[src/rtl/n8877_media_pkg.sv]
// Shared types and constants for the n8877 media-side sector buffer.
package n8877_media_pkg;

  localparam int unsigned SECT_WORDS = 128;
  localparam int unsigned IDX_W      = 7;
  localparam int unsigned TAG_W      = 12;

  localparam logic [7:0]  BUSFREE_DEFAULT   = 8'h00;
  localparam logic [22:0] BASE_ADDR_DEFAULT = 23'h000000;

  typedef enum logic [1:0] {
    MS_IDLE = 2'd0,
    MS_FILL = 2'd1,
    MS_NEXT = 2'd2
  } media_state_e;

  // External word address of a sector word; wraps modulo 2^23.
  function automatic logic [22:0] word_addr(input logic [22:0]      base,
                                            input logic [TAG_W-1:0] tag,
                                            input logic [IDX_W-1:0] idx);
    return base + {4'b0000, tag, idx};
  endfunction

endpackage

[src/rtl/n8877_media_ram.sv]
// 128x16 simple dual-port sector buffer: synchronous write, registered read.
module n8877_media_ram
  import n8877_media_pkg::*;
(
  input  logic             clk,
  input  logic             we_i,
  input  logic [IDX_W-1:0] waddr_i,
  input  logic [15:0]      wdata_i,
  input  logic [IDX_W-1:0] raddr_i,
  output logic [15:0]      rdata_o
);

  logic [15:0] mem_q [SECT_WORDS];

  always_ff @(posedge clk) begin
    if (we_i) begin
      mem_q[waddr_i] <= wdata_i;
    end
    rdata_o <= mem_q[raddr_i];
  end

endmodule

[src/rtl/n8877_media.sv]
// Media-side responder for the mb8877 fake FDC: serves faddr reads from a local
// sector buffer refilled over a req/ack word bus. Option: N8877_MEDIA_MISS_CNT_EN.
module n8877_media
  import n8877_media_pkg::*;
#(
  parameter logic [22:0] base_addr = BASE_ADDR_DEFAULT,
  parameter logic [7:0]  busfree   = BUSFREE_DEFAULT
) (
  input  logic        clk,
  input  logic        rst_n,
  input  logic [19:0] faddr,
  input  logic        frd,
  output logic [15:0] frdata,
  output logic [22:0] mem_addr,
  output logic        mem_req,
  input  logic        mem_ack,
  input  logic [15:0] mem_rdata,
  output logic        ready
`ifdef N8877_MEDIA_MISS_CNT_EN
  ,
  output logic [7:0]  miss_cnt
`endif
);

  media_state_e     state_q, state_d;
  logic [TAG_W-1:0] tag_q, tag_d;
  logic [IDX_W-1:0] idx_q, idx_d;
  logic             valid_q, valid_d;
  logic             req_q, req_d;
  logic [22:0]      addr_q, addr_d;
  logic             hit_q;
  logic             hit;
  logic             ram_we;
  logic [15:0]      ram_rdata;
  logic [TAG_W-1:0] sect;

  assign sect = faddr[19:8];
  assign hit  = valid_q && (tag_q == sect);

  always_comb begin
    state_d = state_q;
    tag_d   = tag_q;
    idx_d   = idx_q;
    valid_d = valid_q;
    req_d   = req_q;
    ram_we  = 1'b0;
    unique case (state_q)
      MS_IDLE: begin
        if (!hit) begin
          tag_d   = sect;
          valid_d = 1'b0;
          idx_d   = '0;
          req_d   = 1'b1;
          state_d = MS_FILL;
        end
      end
      MS_FILL: begin
        if (mem_ack) begin
          ram_we  = 1'b1;
          req_d   = 1'b0;
          state_d = MS_NEXT;
        end
      end
      MS_NEXT: begin
        // A sector change seen here abandons the partial fill; valid stays low.
        if (sect != tag_q) begin
          tag_d   = sect;
          idx_d   = '0;
          req_d   = 1'b1;
          state_d = MS_FILL;
        end else if (idx_q == IDX_W'(SECT_WORDS - 1)) begin
          valid_d = 1'b1;
          state_d = MS_IDLE;
        end else begin
          idx_d   = idx_q + 1'b1;
          req_d   = 1'b1;
          state_d = MS_FILL;
        end
      end
      default: begin
        req_d   = 1'b0;
        state_d = MS_IDLE;
      end
    endcase
    addr_d = word_addr(base_addr, tag_d, idx_d);
  end

  always_ff @(posedge clk or negedge rst_n) begin
    if (!rst_n) begin
      state_q <= MS_IDLE;
      tag_q   <= '0;
      idx_q   <= '0;
      valid_q <= 1'b0;
      req_q   <= 1'b0;
      addr_q  <= '0;
      hit_q   <= 1'b0;
    end else begin
      state_q <= state_d;
      tag_q   <= tag_d;
      idx_q   <= idx_d;
      valid_q <= valid_d;
      req_q   <= req_d;
      addr_q  <= addr_d;
      hit_q   <= hit;
    end
  end

  n8877_media_ram u_ram (
    .clk     (clk),
    .we_i    (ram_we),
    .waddr_i (idx_q),
    .wdata_i (mem_rdata),
    .raddr_i (faddr[7:1]),
    .rdata_o (ram_rdata)
  );

  // RAM read is already registered; hit_q aligns the valid qualifier with it.
  assign frdata   = hit_q ? ram_rdata : {busfree, busfree};
  assign ready    = hit_q;
  assign mem_req  = req_q;
  assign mem_addr = addr_q;

`ifdef N8877_MEDIA_MISS_CNT_EN
  logic       frd_q;
  logic [7:0] miss_q;

  always_ff @(posedge clk or negedge rst_n) begin
    if (!rst_n) begin
      frd_q  <= 1'b0;
      miss_q <= '0;
    end else begin
      frd_q <= frd;
      if (frd && !frd_q && !hit && (miss_q != '1)) begin
        miss_q <= miss_q + 8'd1;
      end
    end
  end

  assign miss_cnt = miss_q;

  logic unused_in;
  assign unused_in = faddr[0];
`else
  logic unused_in;
  assign unused_in = ^{frd, faddr[0]};
`endif

endmodule

[config.mk]
export PLATFORM = sky130hd
export DESIGN_NAME = n8877_media
export DESIGN_NICKNAME = d
export VERILOG_FILES = /design/src/rtl/n8877_media_pkg.sv /design/src/rtl/n8877_media_ram.sv /design/src/rtl/n8877_media.sv
export SDC_FILE = /design/constraint.sdc
export NUM_CORES = 2
export LEC_CHECK = 0
export BUFFER_PORTS_ARGS = -buffer_cell sky130_fd_sc_hd__clkbuf_2
export CORE_MARGIN = 3
export CORE_UTILIZATION = 35
export CTS_BUF_LIST = sky130_fd_sc_hd__clkbuf_16
export DETAILED_ROUTE_END_ITERATION = 10
export PLACE_DENSITY = 0.56
export SYNTH_ARGS = -nofsm -noshare
export SYNTH_HDL_FRONTEND = slang
export SYNTH_HIERARCHICAL = 1
export SYNTH_SLANG_ARGS = --single-unit
[constraint.sdc]
create_clock -name clk -period 4.9 [get_ports clk]
set_input_delay 0 -clock clk [delete_from_list [all_inputs] [get_ports clk]]
set_output_delay 0 -clock clk [all_outputs]
set_load 0.01 [all_outputs]
Word-level counts from Yosys, hierarchy flattened

Memory sizes are Yosys's and may differ from the RTL's. A register that Yosys moved wholly into a read port is not among the register bits.
Cells that the tools add are included.

Multiplexer cells: 26
Add/sub/neg operators: 1
Eq/ne operators: 10
Reductions and logical operators: 6

Operator list:

| operator            | count |
|---|---|
| $mux 12             | 2 |
| $pmux 12 s2         | 1 |
| $mux 7              | 3 |
| $mux 16             | 1 |
| $pmux 7 s2          | 1 |
| $mux 1              | 13 |
| $eq 12x12->1        | 1 |
| $ne 12x12->1        | 1 |
| $ne 2x2->1 const B  | 4 |
| $add 7x1->7 const B | 1 |
| $eq 7x7->1 const B  | 1 |
| $pmux 2 s3          | 1 |
| $mux 2              | 2 |
| $reduce_and 4->1    | 1 |
| $ne 3x3->1 const B  | 1 |
| $pmux 1 s3          | 1 |
| $reduce_and 3->1    | 1 |
| $eq 2x1->1 const B  | 1 |
| $eq 2x2->1 const B  | 1 |
| $logic_not 2->1     | 1 |
| $pmux 1 s2          | 1 |
| $reduce_and 2->1    | 1 |
| $reduce_bool 2->1   | 1 |
| $logic_and 1x1->1   | 1 |

Logic and storage cells: 51
Memory bits (writable): 2,048
Bits in registers: 43
Output and inout port bits: 41
Memories kept: 1
Input port bits: 40

Memory list:

| memory      | depth | width | read ports | clocked after memory_dff | wr ports | RTL line              | text |
|---|---|---|---|---|---|---|---|
| u_ram.mem_q | 128   | 16    | 1          | 1                        | 1        | n8877_media_ram.sv:13 | `logic [15:0] mem_q [SECT_WORDS];` |

Depth between registers and ports, before layout

Depth after elaboration: 4
Depth in mapped cells: 8
Gate-level depth less buffers: 6

Cells and area by module

The synthesis kept the hierarchy.

By module, submodules not included:

| module          | cells each | seq. area each (µm²) | times used | area each (µm²) |
|---|---|---|---|---|
| n8877_media_ram | 3,086      | 61,819.3             | 1          | 78,522.8 |
| n8877_media     | 135        | 600.6                | 1          | 1,395.1 |

Worst setup path after synthesis

Ideal clock, no wire load.

Path type: register to register
Start point: register state_q[0]
End point: memory u_ram.mem_q[98][0] (enable)
Required time: 4,491 ps
Clock period less this slack: 2,980 ps
Cell stages (with the launch flop): 7
Data arrival time: 2,571 ps
Library setup time: 409 ps
Setup slack: 1,920 ps
Path through: dfrtp_1 > clkbuf_1 > inv_1 > nor3_1 > clkbuf_1 > nand4_1 > nor3_1

Word-level cells in the longest chain between the ends: 4

RTL lines:

| what                         | RTL line              | text |
|---|---|---|
| start: declaration           | n8877_media.sv:25     | `media_state_e state_q, state_d;` |
| start signal: assignment     | n8877_media.sv:98     | `state_q <= state_d;` |
| $eq 2x1->1                   | n8877_media.sv:47     | `unique case (state_q)` |
| $mux 1                       | n8877_media.sv:47     |  |
| net ram_we                   | n8877_media.sv:33     | `logic ram_we;` |
| $mux 1                       | n8877_media_ram.sv:16 | `if (we_i) begin` |
| $mux 1 (not written as such) | n8877_media_ram.sv:17 | `mem_q[waddr_i] <= wdata_i;` |
| end: declaration             | n8877_media_ram.sv:13 |  |

The timed path passes the listed nets, and every way through them passes these cells.

Final worst setup path

Start point: register state_q[0]
End point: memory u_ram.mem_q[6][9] (enable)

The elaborated chain is that of the path after synthesis.

==> impl_metrics.tcl <==
set metrics [dict create \
    gp_congestion 0.749 \
    clkLatencyLatePin_ns 0.84 \
    rows 174 \
    r2r-end "u_ram/mem_q[6][9]$_DFFE_PP_" \
    ir_drop_mv 0.382 \
    grt_util_all_layers_pct 16.4 \
    grt_max_degree 105 \
    drt_first_pass_iters 5 \
    drt_iter0_drc 3635 \
    fillCellCount 19600 \
    fin_util_pct 40.9 \
    cts_inserted_buffers 203 \
    final_hold_viol_count 0 \
    min_path_type "primary input to flip-flop" \
    required_ns 5.42 \
    start_util_pct 35.4 \
    worst-path-max-fanout 9 \
    cts_root_buffer "clkbuf_16" \
    worstPathArrival_ns 4.00 \
    ys_types 39 \
    netlist_area_sq_um 79900 \
    cts_resized 0 \
    setup_ws_ns 1.42 \
    io_pins 81 \
    via_per_inst 5.30 \
    layout_commonest_cell "edfxtp_1" \
    grt_pass1_vias 36800 \
    fmax_ghz 0.287 \
    r2r_setup_slack_ns 1.42 \
    ff2ff_path_depth 8 \
    drive_gt1_share_pct 36.0 \
    yosys_warnings 6 \
    outcome "complete, no violations" \
    skew_ns 0.0411 \
    finalWirelength_um 193000 \
    tightest_slew_ns 1.22 \
    grt_pass1_wl_um 275000 \
    post_drt_wl_per_cell_um 28.6 \
    postPlaceCellArea_sq_um 85300 \
    synth-seq-cells 2088 \
    cts_tree "built" \
    cp-start-kind "flip-flop" \
    path_clk_slew_ns 0.06 \
    ant_nets 0 \
    hold_start "mem_ack" \
    area_delta_synth_final_pct 15.5 \
    cts_setup_buffers 0 \
    endpoint_kind "flip-flop" \
    power_mw 37.2 \
    slew_headroom_pct 18.4 \
    clock_sinks 2088 \
    critical_path_class "flip-flop to flip-flop" \
    grt-ovfl-total 0 \
    drc_errors 0 \
    setup-violations-final 0 \
    die_w_um 484 \
    fin_tns_setup_ns 0 \
    synthTopCellsByArea "edfxtp_1 77%, mux4_2 19%, dfrtp_1 0.75%" \
    cap_violations 0 \
    synth.largest_area_cell "edfxtp_1" \
    syn_area_per_cell_sq_um 24.8 \
    fp.dieArea_sq_um 234000 \
    p_per_area_nw_per_um2 402 \
    final_max_slew_viol_count 0 \
    whs_path_depth 5 \
    port_buffers 74 \
    ys_seq_area_share_pct 78.1 \
    core_sq_um 226000 \
    yosysTopAreaCellShare_pct 77.0 \
    min_period_over_period_pct 71.0 \
    min_to "mem_req$_DFFE_PN0P_" \
    antenna_found_initial 19 \
    post-dp-hpwl_um 109000 \
    synthCells 3221 \
    dp_slack_ns 1.43 \
    h-tree-depth 4 \
    nNetsFinal 3617 \
    r2r_start "state_q[0]$_DFFE_PN0P_" \
    layout_common_cells "2048 x edfxtp_1, 672 x mux4_2, 208 x clkbuf_16" \
    finalCriticalPeriod_ns 3.48 \
    final_area_sq_um 92300 \
    rsz0062_at_grt "false" \
    die_h_um 484 \
    leakage_nw 28.6 \
    cts_buffer_depth 3 \
    via_count 35700 \
]
## where the power goes
group          switching, mW  total (mW)  internal, mW  leakage, nW
Sequential             0.108        19.8          19.7         18.8
Combinational           1.16        2.05         0.890         6.41
Clock                   6.61        15.3          8.68         3.37
Total                   7.88        37.2          29.3         28.6
## registers in the layout, indices dropped and copies added, names as in the netlist, named ones only
| register | flops |
|---|---|
| mem_req | 1 |
| valid_q | 1 |
| state_q | 2 |
| u_ram/rdata_o | 16 |
| ready | 1 |
| u_ram/mem_q | 2048 |
## critical path, stage by stage, from the launching register on
cell	delay (ns)
dfrtp_1	0.48
inv_1	0.16
nor3_1	0.25
buf_4	0.22
nor2b_1	0.28
nand3_1	0.38
buf_4	0.37
nor2_2	0.68
buf_4	0.34
## metrics by stage
| step | hold slack [ns] | instances |
|---|---|---|
| global placement | 0.0464 | 6315 |
| detailed placement | 0.0579 | 6315 |
| CTS | 0.0530 | 6735 |
| global route | 0.111 | 6735 |
| finish | 0.117 | 6737 |
| floorplan | -0.296 | 3224 |
## metal layers
layer	part of all wire [%]	up-vias	global-route usage (%)
li1	-	14600	-
met1	41	19600	22.1
met2	50	1175	27.1
met3	6.5	252	3.21
met4	2.5	2	4.44
met5	0.0088	-	0
## how the worst max path moves through the flow
stage / from / endpoint / slack [ns] / cells after the start
final: state_q[0]$_DFFE_PN0P_ / u_ram/mem_q[6][9]$_DFFE_PP_ / 1.42 / 8
after global routing: state_q[0]$_DFFE_PN0P_ / u_ram/mem_q[6][9]$_DFFE_PP_ / 1.32 / 8
after detailed placement: state_q[0]$_DFFE_PN0P_ / u_ram/mem_q[6][7]$_DFFE_PP_ / 1.43 / 8
after global placement: state_q[0]$_DFFE_PN0P_ / u_ram/mem_q[6][7]$_DFFE_PP_ / 1.50 / 8
after floorplan: state_q[0]$_DFFE_PN0P_ / u_ram/mem_q[98][0]$_DFFE_PP_ / 1.92 / 6
after CTS: state_q[0]$_DFFE_PN0P_ / u_ram/mem_q[6][8]$_DFFE_PP_ / 1.42 / 8
## logic make-up after synthesis
family                     share of synthesized area, %
other                                           0.00469
adders and majority gates                        0.0157
buffers and inverters                             0.964
muxes                                              19.4
DFF                                                78.1
and+or+nand+nor                                    1.22
xor gates and xnor gates                          0.132
AOI/OAI and AO/OA                                 0.182
## layout make-up
type | count | area, sq um | share of cell area, %
clock buffer | 208 | 5200 | 5.64
timing repair buffer | 319 | 2640 | 2.86
multi-input combinational | 957 | 17000 | 18.4
sequential | 2088 | 62400 | 67.6
clock inverter | 164 | 1330 | 1.44
inverter | 7 | 26.3 | 0.0285
antenna | 2 | 5.00 | 0.00542
tap | 2992 | 3740 | 4.05
## timing repair
action | in CTS | in global routing
setup endpoints to repair | 0 | 0
endpoints found under the hold margin | 941 | 0
hold buffers | 48 | 0
## cell usage after synthesis
cell type	n
a31o_2	1
buf_2	52
nor4_1	1
nor2b_1	8
conb_1	1
mux2_4	10
inv_1	7
dfrtp_1	24
buf_4	5
a21o_1	1
o21ba_2	1
buf_6	2
mux4_2	672
clkbuf_1	85
edfxtp_1	2048
nor3_1	12
a22o_1	1
nand4_1	7
o21ai_0	9
nor2_1	126
xnor2_1	12
and3_1	1
nand2b_1	3
mux2_2	18
nand3_1	18
and2_1	17
nand2_1	17
ha_1	1
a21oi_2	1
or3_1	1
nor4_2	1
a21oi_1	8
nand3b_1	1
nor3_4	1
or2_2	2
dfxtp_1	16
o211ai_1	1
a41oi_1	1
buf_1	28
No activity file was read; power rests on OpenSTA's default activity.
